### src/rtl/dda_pkg.sv
// Shared constants and types for the DDA state framer.
package dda_pkg;

   localparam logic [7:0] DDA_SYNC_BYTE = 8'hA5;

   localparam int unsigned FRAME_LEN = 8;
   localparam int unsigned IDX_W     = $clog2(FRAME_LEN);

   typedef enum logic {
      IDLE,
      SEND
   } framer_state_t;

   // Position of each field within the 8-byte frame.
   localparam logic [IDX_W-1:0] IDX_SYNC = IDX_W'(0);
   localparam logic [IDX_W-1:0] IDX_X_HI = IDX_W'(1);
   localparam logic [IDX_W-1:0] IDX_X_LO = IDX_W'(2);
   localparam logic [IDX_W-1:0] IDX_Y_HI = IDX_W'(3);
   localparam logic [IDX_W-1:0] IDX_Y_LO = IDX_W'(4);
   localparam logic [IDX_W-1:0] IDX_Z_HI = IDX_W'(5);
   localparam logic [IDX_W-1:0] IDX_Z_LO = IDX_W'(6);
   localparam logic [IDX_W-1:0] IDX_CSUM = IDX_W'(7);

endpackage

### src/rtl/dda_state_framer_if.sv
// Byte-stream valid/ready link from the framer to the UART transmitter.
interface dda_state_framer_if;

   logic [7:0] tx_byte;
   logic       tx_valid;
   logic       tx_ready;

   modport master (output tx_byte, output tx_valid, input tx_ready);
   modport slave  (input tx_byte, input tx_valid, output tx_ready);

endinterface

### src/rtl/dda_state_framer.sv
// Snapshots x/y/z on a decimated step strobe and streams each snapshot as
// an 8-byte frame (sync, x, y, z big-endian, XOR checksum) to the UART.
module dda_state_framer
   import dda_pkg::*;
#(
   parameter int unsigned N         = 16,
   parameter int unsigned DECIM_W   = 8,
   parameter logic [7:0]  SYNC_BYTE = DDA_SYNC_BYTE
) (
   input  logic               clk,
   input  logic               rst,
   input  logic               sample_en,
   input  logic [N-1:0]       x,
   input  logic [N-1:0]       y,
   input  logic [N-1:0]       z,
   input  logic [DECIM_W-1:0] decim,
   dda_state_framer_if.master tx,
   output logic               busy,
   output logic               overrun,
   output logic [7:0]         drop_cnt
);

   framer_state_t      state;
   logic [IDX_W-1:0]   idx;
   logic [DECIM_W-1:0] dec_cnt;
   logic [N-1:0]       x_q;
   logic [N-1:0]       y_q;
   logic [N-1:0]       z_q;
   logic [7:0]         csum_q;

   logic               due;
   logic               xfer;
   logic               accept;
   logic [IDX_W-1:0]   idx_next;
   logic [7:0]         next_byte;
   logic [7:0]         snap_csum;

   // Capture decision, handshake detection and checksum of the live inputs.
   always_comb begin
      due       = sample_en && (dec_cnt >= decim);
      xfer      = tx.tx_valid && tx.tx_ready;
      // Back-to-back: a due capture may replace the frame whose checksum
      // byte is leaving this very cycle.
      accept    = due && ((state == IDLE) || (xfer && (idx == IDX_CSUM)));
      idx_next  = idx + 1'b1;
      snap_csum = x[N-1 -: 8] ^ x[7:0] ^ y[N-1 -: 8] ^ y[7:0] ^ z[N-1 -: 8] ^ z[7:0];
   end

   // Byte presented after the current index handshakes.
   always_comb begin
      next_byte = SYNC_BYTE;
      case (idx_next)
         IDX_SYNC: next_byte = SYNC_BYTE;
         IDX_X_HI: next_byte = x_q[N-1 -: 8];
         IDX_X_LO: next_byte = x_q[7:0];
         IDX_Y_HI: next_byte = y_q[N-1 -: 8];
         IDX_Y_LO: next_byte = y_q[7:0];
         IDX_Z_HI: next_byte = z_q[N-1 -: 8];
         IDX_Z_LO: next_byte = z_q[7:0];
         IDX_CSUM: next_byte = csum_q;
         default:  next_byte = SYNC_BYTE;
      endcase
   end

   // Decimation, drop accounting and the IDLE/SEND framer with registered outputs.
   always_ff @(posedge clk) begin
      if (rst) begin
         state      <= IDLE;
         idx        <= '0;
         dec_cnt    <= '0;
         x_q        <= '0;
         y_q        <= '0;
         z_q        <= '0;
         csum_q     <= '0;
         tx.tx_byte <= '0;
         tx.tx_valid <= 1'b0;
         busy       <= 1'b0;
         overrun    <= 1'b0;
         drop_cnt   <= '0;
      end else begin
         overrun <= 1'b0;

         if (due) begin
            dec_cnt <= '0;
         end else if (sample_en) begin
            dec_cnt <= dec_cnt + 1'b1;
         end

         if (due && !accept) begin
            overrun <= 1'b1;
            if (drop_cnt != '1) begin
               drop_cnt <= drop_cnt + 1'b1;
            end
         end

         if (accept) begin
            x_q         <= x;
            y_q         <= y;
            z_q         <= z;
            csum_q      <= snap_csum;
            idx         <= IDX_SYNC;
            tx.tx_byte  <= SYNC_BYTE;
            tx.tx_valid <= 1'b1;
            busy        <= 1'b1;
            state       <= SEND;
         end else if (xfer) begin
            if (idx == IDX_CSUM) begin
               idx         <= '0;
               tx.tx_valid <= 1'b0;
               busy        <= 1'b0;
               state       <= IDLE;
            end else begin
               idx        <= idx_next;
               tx.tx_byte <= next_byte;
            end
         end
      end
   end

endmodule

### src/flat_wrapper.sv
// flat-port wrapper written by rule: the top's interface ports become plain ports
module dda_state_framer_flat import dda_pkg::*;
#(
   parameter int unsigned N         = 16,
   parameter int unsigned DECIM_W   = 8,
   parameter logic [7:0]  SYNC_BYTE = DDA_SYNC_BYTE
)
  (clk, rst, sample_en, x, y, z, decim, busy, overrun, drop_cnt, tx_tx_byte, tx_tx_valid, tx_tx_ready);
  dda_state_framer_if tx_i ();
  input  logic clk;
  input  logic rst;
  input  logic sample_en;
  input  logic [N-1:0] x;
  input  logic [N-1:0] y;
  input  logic [N-1:0] z;
  input  logic [DECIM_W-1:0] decim;
  output logic busy;
  output logic overrun;
  output logic [7:0] drop_cnt;
  output wire logic [$bits(tx_i.tx_byte)-1:0] tx_tx_byte;
  output wire logic [$bits(tx_i.tx_valid)-1:0] tx_tx_valid;
  input wire logic [$bits(tx_i.tx_ready)-1:0] tx_tx_ready;
  assign tx_tx_byte = tx_i.tx_byte;
  assign tx_tx_valid = tx_i.tx_valid;
  assign tx_i.tx_ready = tx_tx_ready;
  dda_state_framer #(.N(N), .DECIM_W(DECIM_W), .SYNC_BYTE(SYNC_BYTE)) u_core (.clk(clk), .rst(rst), .sample_en(sample_en), .x(x), .y(y), .z(z), .decim(decim), .tx(tx_i), .busy(busy), .overrun(overrun), .drop_cnt(drop_cnt));
endmodule
### config.mk
export PLATFORM = sky130hd
export DESIGN_NAME = dda_state_framer_flat
export DESIGN_NICKNAME = d
export VERILOG_FILES = /design/src/rtl/dda_pkg.sv /design/src/rtl/dda_state_framer_if.sv /design/src/rtl/dda_state_framer.sv /design/src/flat_wrapper.sv
export SDC_FILE = /design/constraint.sdc
export NUM_CORES = 1
export LEC_CHECK = 0
export CAP_MARGIN = 20
export CELL_PAD_IN_SITES_DETAIL_PLACEMENT = 1
export CELL_PAD_IN_SITES_GLOBAL_PLACEMENT = 2
export CORE_MARGIN = 2
export CORE_UTILIZATION = 32
export CTS_CLUSTER_DIAMETER = 100
export DETAILED_ROUTE_END_ITERATION = 7
export HOLD_SLACK_MARGIN = 0.1
export PLACE_DENSITY_LB_ADDON = 0.12
export SLEW_MARGIN = 5
export SYNTH_ARGS = -nofsm -noshare
export SYNTH_HDL_FRONTEND = slang
export SYNTH_SLANG_ARGS = --single-unit
### constraint.sdc
create_clock -name clk -period 2.83 [get_ports clk]
set_input_delay 0.4245 -clock clk [delete_from_list [all_inputs] [get_ports clk]]
set_output_delay 0.4245 -clock clk [all_outputs]
set_load 0.02 [all_outputs]
## Word level (Yosys, flattened, before mapping)

Index checks and enable logic that the tools add are counted.

- Bits in registers: 85
- Output and inout port bits: 19
- Word-level logic and storage cells: 57

- Add/sub/neg operators: 3
- Equality and inequality tests: 10
- Bitwise logic cells: 7
- Muxes and demuxes: 9
- Magnitude comparators: 1
- Reductions and logical operators: 16

Operators with widths:

| operator | count |
|---|---|
| $pmux 8 s8 | 1 |
| $xor 8x8->8 | 5 |
| $mux 8 | 3 |
| $add 8x1->8 const B | 2 |
| $eq 3x3->1 const B | 5 |
| $ge 8x8->1 | 1 |
| $ne 8x8->1 const B | 1 |
| $reduce_and 2->1 | 4 |
| $eq 3x2->1 const B | 2 |
| $logic_and 1x1->1 | 5 |
| $mux 1 | 4 |
| $reduce_bool 2->1 | 2 |
| $reduce_or 2->1 | 2 |
| $add 3x1->3 const B | 1 |
| $eq 3x1->1 const B | 1 |
| $logic_not 3->1 | 1 |
| $mux 3 | 1 |
| $ne 2x1->1 const B | 1 |
| $not 1->1 | 2 |
| $logic_not 1->1 | 1 |
| $logic_or 1x1->1 | 1 |

## Logic depth before layout (Yosys ltp)

- Depth in word-level cells: 7
- Gate-level depth with buffers: 9
- Depth with buffers taken out: 7

## Worst setup path before layout

No wires, ideal clock.

- Path kind: input-to-reg
- Start: input port decim[0]
- End: register u_core.z_q[10]
- Data required time: 2702 ps
- Stages on the path: 8
- Library setup time: 128 ps
- Slack: 698 ps
- Arrival time: 2004 ps
- Path through: ha_1 > nand2b_1 > a2111o_1 > a41o_1 > buf_4 > buf_4 > mux2i_1 > nor2_1

- Word-level cells in the longest chain between the ends: 3

RTL lines:

| item | line | RTL |
|---|---|---|
| from (decl) | flat_wrapper.sv:16 | `input logic [DECIM_W-1:0] decim;` |
| $ge 8x8->1 | dda_state_framer.sv:40 | `due = sample_en && (dec_cnt >= decim);` |
| $logic_and 1x1->1 | dda_state_framer.sv:40 |  |
| $logic_and 1x1->1 | dda_state_framer.sv:44 | `accept = due && ((state == IDLE) \|\| (xfer && (idx == IDX_CSUM)));` |
| to (signal assigned) | dda_state_framer.sv:99 | `z_q <= z;` |
| to (decl) | dda_state_framer.sv:28 | `logic [N-1:0] z_q;` |

Every way passes these cells.
A chain may end at the register's enable or synchronous reset.

## Worst setup path after layout

- Start: input port decim[0]
- End: register u_core.tx.tx_byte[6]

- Word-level cells in the longest chain between the ends: 4

RTL lines:

| item | line | RTL |
|---|---|---|
| $ge 8x8->1 | dda_state_framer.sv:40 |  |
| $logic_and 1x1->1 | dda_state_framer.sv:40 |  |
| $logic_and 1x1->1 | dda_state_framer.sv:44 |  |
| $reduce_or 2->1 (no source line) | n/a |  |
| to (signal assigned) | dda_state_framer.sv:114 | `tx.tx_byte <= next_byte;` |
| to (decl) | dda_state_framer_if.sv:8 | `modport master (output tx_byte, output tx_valid, input tx_ready);` |

Every way passes these cells.

==> reports/results.ini <==
[timing]
fin_crit_sh_pct=82.8
rsz0062_at_grt=false
relSlewSlack_pct=43.7
tns_ns=0
max_freq_mhz=427
hold_viol_final=0
setup_viol=0
finClkSkew_ns=0.00611
drv_slew=0
worst_slew_pin_slew_ns=0.845
post-route-min-period_ns=2.34

[placement]
port_buffers=78
finalWeightedCongestion=0.742
dp.cells=686
hpwl_mm=7.78

[setup_path]
crit_family=compound AO/OA/AOI/OAI gates
worstPathRequired_ns=3.07
critPathLaunchType=input pin
path_cells=clkdlybuf4s50_1 > ha_1 > nand2b_1 > a2111o_1 > a41o_4 > buf_12 > a2111oi_2
crit_path_end_kind=flip-flop
slowest_stage=a2111o_1
regToRegSetupSlack_ns=0.51
critPathBufInv=2
worstPathArrival_ns=2.58
path_depth=7
worstRegToRegCells=7
crit_type=in -> reg
path_max_fanout=17
cpPeakStageDelay_ns=0.47

[clock_network]
clk_path_buf_depth=2
numCtsBuffers=9
path_clk_slew_ns=0.06
clock_latency_ns=0.35
cts-hold-fix-buffers=0
cts_tree=built
cts_root_buffer=clkbuf_16
post_cts_resized=0
clock_sinks=85
post_cts_buffers=0
htree_levels=3

[synthesis]
syn_area_um2=4220
ys_types=42
yosys_warnings=0
ys_top_cells_by_area=dfxtp_1, mux2i_1, xnor2_1
syn_nets=533
avgSynthCellArea_um2=9.26
ys_seq_area_share_pct=40.3
synth_top_area_share_pct=40.3
synthFlopType=dfxtp_1
synth_area_leader_cell=dfxtp_1
synth_edf_count=0
ys_ff_latch=85
ys_async_sr_fraction_pct=0
syn_inst=456

[power]
swShare_pct=23.3
net-switching-power_uw=608
max-vdd-ir-drop_mv=0.294
combPwrFrac_pct=10.3
power_density_nw_per_um2=476
leakagePower_uw=0.00191
clkPwrFrac_pct=43.3
power_frac_seq_pct=46.4
p_int_uw=2000

[cells_and_area]
diodes=0
stdcell_count=702
nets=602
drive_gt1_share_pct=6.60
fillCellCount=1475
area_growth_pct=29.5

[floorplanning]
dieWidth_um=119
die_h_um=119
dieArea_um2=14100
ios=79
std_cell_rows=41
start_util_pct=33.1
core_um2=12800

[flow_run]
drv_cap=0

[detailed_routing]
route.detailed.drc=0
drt_iter0_drc=193
vias=3495
vias_per_cell=4.98
ant_nets=0
routedWlPerCell_um=15.7
drt_pre_antenna_iters=4
drt_wl_total_mm=11.0

[hold_path]
hold_path_depth=2
hold_path.class=in -> reg

[global_route]
grt_pass1_vias=3709
overflow=0
grt_pass1_wl_mm=18.4
antenna_found_initial=0
grt_use_total_pct=16.5
grt_max_degree=37

[run_status]
status=complete, no violations

## cell families after synthesis
kind of cell | count (synthesis) | synth area share, %
AOI/OAI and AO/OA | 74 | 13.3
muxes | 53 | 12.6
buffers and inverters | 47 | 5.12
adders and majority gates | 17 | 5.04
xor gates and xnor gates | 47 | 9.75
DFF | 85 | 40.3
and+or+nand+nor | 133 | 13.9
## power groups by stage
stage	clock, uW	combinational [uW]	sequential [uW]
6_report	1130	268	1210
5_1_grt	1220	293	1210
4_1_cts	1170	274	1210
3_5_place_dp	0	272	1240
3_3_place_gp	0	266	1240
2_1_floorplan	0	138	1230
## worst paths after layout
check,from,endpoint
max,decim[0],u_core.tx.tx_byte[6]
min,rst,u_core.drop_cnt[5]
max reg2reg,u_core.dec_cnt[0],u_core.tx.tx_byte[6]
min reg2reg,u_core.x_q[15],u_core.x_q[15]
## metrics by stage
step                      hold WS (ns)  area (um^2)  util, %  power (uW)  setup slack [ns]
after floorplan                  0.454         4220        -        1370             0.698
after global placement           0.472         5190     40.6        1500             0.174
after detailed placement         0.484         5190     40.6        1510            0.0956
after CTS                        0.378         5470     42.8        2650             0.466
after global routing             0.390         5470     42.8        2720             0.359
final                            0.384         5470     42.8        2610             0.486
## registers in the layout, indices dropped and copies added, names as in the netlist, 3 cells and up
name / cells
u_core.x_q: 16
u_core.tx.tx_byte: 8
u_core.csum_q: 8
u_core.z_q: 16
u_core.drop_cnt: 8
u_core.y_q: 16
u_core.idx: 3
u_core.dec_cnt: 8
## placed cells by master (no fill, tap or decap), types with 4 or more instances in the layout
| master | n |
|---|---|
| a222oi_1 | 7 |
| nand3_1 | 6 |
| a211oi_1 | 12 |
| nor2_1 | 78 |
| clkbuf_16 | 9 |
| xnor2_1 | 42 |
| inv_1 | 16 |
| xor2_1 | 5 |
| mux2i_1 | 51 |
| a22oi_1 | 15 |
| nand4_1 | 4 |
| dfxtp_1 | 85 |
| clkdlybuf4s50_1 | 77 |
| buf_4 | 8 |
| a2111oi_2 | 4 |
| ha_1 | 17 |
| nand2_1 | 17 |
| a21oi_1 | 15 |
| nor3_1 | 9 |
| o21ai_0 | 8 |
| and3_1 | 4 |
## layout make-up
class                           instances  area (um^2)  share of cell area (%)
Sequential cell                        85         1700                    31.1
Multi-Input combinational cell        324         2320                    42.4
Clock buffer                           13          260                    4.76
Inverter                               16         60.1                    1.10
Tap cell                              172          215                    3.93
Clock inverter                          3         20.0                   0.366
Timing Repair Buffer                   89          896                    16.4
## cells in the mapped netlist (all sizes together) (2+ instances only)
library cell  number
o21ai              8
nand2             17
clkbuf            22
ha                17
and3               4
nand2b             3
buf                9
dfxtp             85
o31ai              3
inv               16
nor3b              2
a22oi             15
nor2              78
nor2b              2
nor3               9
a222oi             7
a211oi            12
a311oi             2
mux2i             51
a31oi              2
xor2               5
or4                3
mux2               2
nand3              6
a2111oi            4
xnor2             42
a21oi             15
nand4              4
## layer usage
layer	track usage (%)	share of wire, %
met1	20.1	46
met5	0	0
met3	5.03	4.7
met4	4.91	1.4
met2	28.1	48
Power figures use the tool's default switching activity.
